===== config.mk =====
export PLATFORM = sky130hd
export DESIGN_NAME = seq_magnitude_comparator
export DESIGN_NICKNAME = d
export VERILOG_FILES = /design/src/rtl/seq_magnitude_comparator.sv
export SDC_FILE = /design/constraint.sdc
export NUM_CORES = 1
export LEC_CHECK = 0
export CAP_MARGIN = 20
export CORE_MARGIN = 1
export CORE_UTILIZATION = 35
export DETAILED_ROUTE_END_ITERATION = 10
export PLACE_DENSITY_LB_ADDON = 0.12
export SLEW_MARGIN = 20
export SYNTH_ARGS = -nofsm -noshare
export SYNTH_HDL_FRONTEND = slang
export SYNTH_SLANG_ARGS = --single-unit

===== constraint.sdc =====
create_clock -name clk -period 2.2 [get_ports clk]
set_input_delay 0.33 -clock clk [delete_from_list [all_inputs] [get_ports clk]]
set_output_delay 0.33 -clock clk [all_outputs]
set_load 0.01 [all_outputs]

===== src/rtl/seq_magnitude_comparator.sv =====
// Multi-cycle unsigned magnitude comparator: walks A/B in SLICE-bit slices, LSB first,
// so the most significant differing slice has the final say; seedable l/e/g cascade.
module seq_magnitude_comparator #(
    parameter int WIDTH = 12,
    parameter int SLICE = 3
) (
    input  logic             clk,
    input  logic             reset,
    input  logic             start,
    input  logic [WIDTH-1:0] A,
    input  logic [WIDTH-1:0] B,
    input  logic             l,
    input  logic             e,
    input  logic             g,
    output logic             busy,
    output logic             done,
    output logic             lt,
    output logic             et,
    output logic             gt
);
    localparam int NSLICE = WIDTH / SLICE;
    localparam int IW     = (NSLICE > 1) ? $clog2(NSLICE) : 1;

    // Flag encoding is {less, equal, greater}, one-hot once loaded.
    localparam logic [2:0] F_LT = 3'b100;
    localparam logic [2:0] F_EQ = 3'b010;
    localparam logic [2:0] F_GT = 3'b001;

    typedef enum logic [1:0] {IDLE, RUN, DONE} state_t;

    state_t           state_q, state_d;
    logic [IW-1:0]    idx_q, idx_d;
    logic [WIDTH-1:0] a_q, a_d, b_q, b_d;
    logic [2:0]       flags_q, flags_d;
    logic [2:0]       res_q, res_d;
    logic [2:0]       seed;
    logic [SLICE-1:0] a_sl, b_sl;

    // Non-one-hot seeds collapse to "equal" so the cascade stays well-formed.
    assign seed = $onehot({l, e, g}) ? {l, e, g} : F_EQ;

    // Operands are shifted right each RUN cycle, so the active slice is always the low bits.
    assign a_sl = a_q[SLICE-1:0];
    assign b_sl = b_q[SLICE-1:0];

    always_ff @(posedge clk) begin
        if (reset) begin
            state_q <= IDLE;
            idx_q   <= '0;
            a_q     <= '0;
            b_q     <= '0;
            flags_q <= '0;
            res_q   <= '0;
        end else begin
            state_q <= state_d;
            idx_q   <= idx_d;
            a_q     <= a_d;
            b_q     <= b_d;
            flags_q <= flags_d;
            res_q   <= res_d;
        end
    end

    always_comb begin
        state_d = state_q;
        idx_d   = idx_q;
        a_d     = a_q;
        b_d     = b_q;
        flags_d = flags_q;
        res_d   = res_q;
        case (state_q)
            IDLE, DONE: begin
                state_d = IDLE;
                if (start) begin
                    state_d = RUN;
                    idx_d   = '0;
                    a_d     = A;
                    b_d     = B;
                    flags_d = seed;
                end
            end
            RUN: begin
                if (a_sl > b_sl)      flags_d = F_GT;
                else if (a_sl < b_sl) flags_d = F_LT;
                a_d = a_q >> SLICE;
                b_d = b_q >> SLICE;
                if (idx_q == IW'(NSLICE - 1)) begin
                    state_d = DONE;
                    res_d   = flags_d;
                end else begin
                    idx_d = idx_q + 1'b1;
                end
            end
            default: state_d = IDLE;
        endcase
    end

    always_comb begin
        busy         = (state_q == RUN);
        done         = (state_q == DONE);
        {lt, et, gt} = res_q;
    end
endmodule


# Word level (Yosys, flattened, before mapping)
# Index checks and enable logic that the tools add are counted.
# W data, S select, Z words.
[totals] elab_cells=39 inputBits=30 regBits=34 out_inout_bits=5
[classes] add_sub_neg=3 reduce_logical=6 mux=15 n_lt_le_gt_ge=2 eq_ne=7
[ops] cell="$pmux W12 S2" n=2
[ops] cell="$mux W12" n=2
[ops] cell="$mux W3" n=4
[ops] cell="$pmux W2 S2" n=2
[ops] cell="$mux W2" n=3
[ops] cell="$pmux W3 S2" n=1
[ops] cell="$eq A2 B1 Y1 const B" n=2
[ops] cell="$eq A2 B2 Y1 const B" n=2
[ops] cell="$ne A2 B2 Y1 const B" n=2
[ops] cell="$reduce_and A2 Y1" n=2
[ops] cell="$gt A3 B3 Y1" n=1
[ops] cell="$lt A3 B3 Y1" n=1
[ops] cell="$reduce_and A3 Y1" n=1
[ops] cell="$add A1 B1 Y2" n=1
[ops] cell="$add A2 B1 Y2" n=1
[ops] cell="$add A2 B1 Y2 const B" n=1
[ops] cell="$logic_not A2 Y1" n=1
[ops] cell="$ne A2 B1 Y1 const B" n=1
[ops] cell="$reduce_bool A2 Y1" n=1
[ops] cell="$reduce_or A2 Y1" n=1
[ops] cell="$mux W1" n=1

# Longest topological paths before layout
[depth] ltp_word=6 ltp_mapped=6 depth_no_buf=6

# Least setup slack after synthesis
# OpenSTA, ideal clock, no wires.
[synth_timing] path_kind="input-to-reg" start="in l" end="reg flags_q[1]" setup_ns=0.134 n_path_buf=0 path_slack_ns=0.787 stages=6 required_time_ns=2.066 arrival_time_ns=1.279 path_cell_list="inv_1 -> fa_1 -> nor2b_1 -> a21oi_1 -> a21oi_1 -> a21oi_1"
[synth_between] elab_chain_cells=5
[synth_rtl] item="start: declaration" line_no="12" text="input logic l,"
[synth_rtl] item="$add A2 B1 Y2 (implied by the code)" line_no="40" text="assign seed = $onehot({l, e, g}) ? {l, e, g} : F_EQ;"
[synth_rtl] item="$eq A2 B1 Y1" line_no="40"
[synth_rtl] item="$mux W3" line_no="40"
[synth_rtl] item="$mux W3" line_no="74" text="if (start) begin"
[synth_rtl] item="$pmux W3 S2" line_no="71" text="case (state_q)"
[synth_rtl] item="end signal: assignment" line_no="59" text="flags_q <= flags_d;"
[synth_rtl] item="end: declaration" line_no="34" text="logic [2:0] flags_q, flags_d;"
# Every way passes these cells. The select of a mux whose other input is x is not followed.
# A chain may end at the register's enable or synchronous reset.

# Worst setup path in the final report
[layout_timing] start="reg state_q[0]" end="out busy"
[layout_between] elab_chain_cells=1
[layout_rtl] item="start: declaration" line_no="31" text="state_t state_q, state_d;"
[layout_rtl] item="start signal: assignment" line_no="55" text="state_q <= state_d;"
[layout_rtl] item="$eq A2 B1 Y1" line_no="99" text="busy = (state_q == RUN);"
[layout_rtl] item="end: declaration" line_no="15" text="output logic busy,"
# Every way passes these cells.

==> results by group <==
Worst setup path
  • Worst Path Required: 1.87 ns
  • Slowest stage cell, crit path: clkdlybuf4s50_1
  • Critical path depth in cells: 3
  • Arr. time, crit path: 1.63 ns
  • WS Path Type: flop to output pin
  • Worst reg-to-reg path cell count: 5
  • Crit-path max cell delay: 0.55 ns
  • Crit-path max FO: 21
  • CP delay by family, top: buffers and inverters
  • CP startpoint: state_q[0]
  • Critical path buffers and inverters: 2
  • Crit path cell chain: nand2b_4, inv_4, clkdlybuf4s50_1
  • Critical Path End Type: output pin
  • Worst R2R Start: state_q[1]
  • Critical path startpoint category: flop

Detailed routing
  • DR iter-0 viols: 77
  • ANT nets after route: 0
  • # DRC: 0
  • Top layer in use: met4
  • Via/cell ratio: 5.27
  • Vias after detailed routing: roughly 1300
  • Avg WL per Cell: 13.7 um
  • WL met2: 1680 um
  • TritonRoute pass-1 iters: 4
  • Met1 Wirelength: around 1500 um
  • Routed WL: approximately 3400 um
  • Met3 WL post-DR: about 180 um

Logic synthesis
  • Number of flops mapped to enable cells by yosys: 0
  • Cell variety after synth: 33
  • Post-synth top area share: 45.6%
  • Register area share after synthesis: 45.6%
  • Synth area leader: dfxtp_1
  • Yosys warnings: 0
  • Area of the mapped netlist: 1490 um^2
  • Syn Area/Cell: 9.09 um^2
  • Synth Instances: approximately 160
  • Synth Flop Type: dfxtp_1
  • #FFs+latches synth: 34
  • FFs w/ async S/R, synth: 0%
  • Synth top area cells: dfxtp_1 46%, nor2_1 6.3%, o22ai_1 6.3%
  • Post-Syn Nets: 199

Timing
  • Worst-margin pin slew: between 0.5 and 0.6 ns
  • Skew final: ~0.0056 ns
  • RSZ-0062 raised after global routing: no
  • Final hold violations: 0
  • Crit share post-route: 89.2%
  • Peak Freq: 510 MHz
  • Period minus WS final: 1.96 ns
  • Setup violators final: 0
  • Final setup TNS: 0 ns
  • Slew HR: 66.3%
  • Max-slew violations: 0

Clock tree
  • Post-cts sizing count: 0
  • Worst-Skew Late Latency: 0.28 ns
  • TritonCTS clock tree: done
  • CTS Buffer Depth: 2
  • Clock transition at path regs: 0.07 ns
  • Total CTS buffers: 5
  • CTS root buf: clkbuf_8
  • # H-tree levels: 2
  • Hold buffer count at cts: 0
  • Clk sinks: 34
  • Postcts setup bufs: 0

Status
  • Status: finished clean

Cells and area
  • Core Util, Final: 47.4%
  • Layout area overhead: 28.9%
  • Share of cells above drive strength 1: 9.55%
  • # nets final: around 230
  • Antenna Diode Count: 0

Power
  • Max VDD drop: 0.334 mV
  • LEAKAGE: 0.739 nW
  • Pwr Density: 752 nW/um^2

Die
  • Core area: 4060 um^2
  • FP Rows: 23
  • Initial Util: 36.8%
  • Die area: 4530 um^2
  • Die width: 67.3 um
  • DIE HEIGHT: a little under 70 um
  • Num ports: 35

GRT
  • All-Layer GR Usage: 17.9%
  • Largest net degree at the start of global routing: 22
  • Global-route wire length before repair: 5980 um
  • Remaining global-route overflow: 0
  • Vias in the first global route: 1314
  • Initial antenna violation count: 0

Worst hold path
  • Worst hold start: res_q[0]
  • Hold Path Class: flop to flop
  • WHS Path Cells: 2

Placed design
  • Placer Congestion: around 0.77
  • Port bufs: 34
  • DP HPWL: 2430 um

Flow run
  • Max Cap Viol: 0
## Yosys cell counts (2+ instances only)
cell	number
dfxtp_1	34
nor2_1	25
nor3_1	17
o22ai_1	15
a21oi_1	13
inv_1	7
a22oi_1	6
buf_6	6
nand2_1	5
ha_1	4
clkbuf_1	3
o221ai_1	3
and4_1	2
nand2b_4	2
nand3_1	2
nand3b_1	2
nand4_1	2
## path summary, 6_finish.rpt
check                                  end  slack (ns)
worst max-delay path                  busy        0.24
worst min-delay path              res_q[0]        0.45
worst max register to register  flags_q[1]        0.80
worst min register to register    res_q[0]        0.45
## worst min-delay path: cells and delay by family (launching register included)
family	cells	cell delay [ns]
AOI/OAI and AO/OA	1	0.05
DFF	1	0.31
and+or+nand+nor	1	0.05
## logic make-up (layout without fill, tap and decap cells)
group / after synthesis / after routing / share of synthesized area [%]
compound gates: 41 / 41 / 18.0
fa+ha+maj: 5 / 5 / 4.70
buf+inv: 18 / 53 / 7.97
flops: 34 / 34 / 45.6
simple gates: 66 / 66 / 23.7
## flip-flops by register name, indices dropped and copies added (netlist names)
signal,flops
a_q,12
b_q,12
flags_q,3
idx_q,2
res_q,3
state_q,2
## placed cells by master (no fill, tap or decap), types with 2 or more instances in the layout
master	count
a21oi_1	13
a22oi_1	6
and4_1	2
buf_4	3
clkbuf_8	6
clkdlybuf4s50_1	34
dfxtp_1	34
ha_1	4
inv_1	7
nand2_1	5
nand2b_4	2
nand3_1	2
nand3b_1	2
nand4_1	2
nor2_1	25
nor3_1	17
o221ai_1	3
o22ai_1	15
## metal layers
| layer | vias up | track usage (%) |
|---|---|---|
| met2 | 43 | 29.6 |
| met4 | 0 | 6.38 |
| met1 | 605 | 22.2 |
| li1 | 659 | - |
| met3 | 5 | 4.56 |
| met5 | - | 0 |
## power breakdown
group          switching, mW  internal, mW  total (mW)
Clock                  0.217         0.252       0.469
Sequential            0.0282         0.667       0.695
Combinational          0.146         0.135       0.281
Total                  0.391          1.05        1.44
## per-stage QoR
step / hold WS [ns] / area (um^2) / power (mW) / std cells / setup slack (ns)
floorplan: 0.409 / 1490 / 0.901 / 164 / 0.787
global placement: 0.444 / 1830 / 0.983 / 241 / 0.229
CTS: 0.455 / 1920 / 1.46 / 249 / 0.212
detailed placement: 0.448 / 1830 / 0.989 / 241 / 0.0872
finish: 0.453 / 1920 / 1.44 / 249 / 0.238
global route: 0.477 / 1920 / 1.53 / 249 / 0.145
## layout make-up
cell class / count / area, um^2
clock inverters: 1 / 5.00
fillers: 384 / 2140
clock buffers: 7 / 86.3
inverters: 8 / 32.5
repair buffers: 37 / 363
well taps: 50 / 62.6
flip-flops and latches: 34 / 681
multi-input cells: 112 / 692
(Power assumes the default switching activity.)
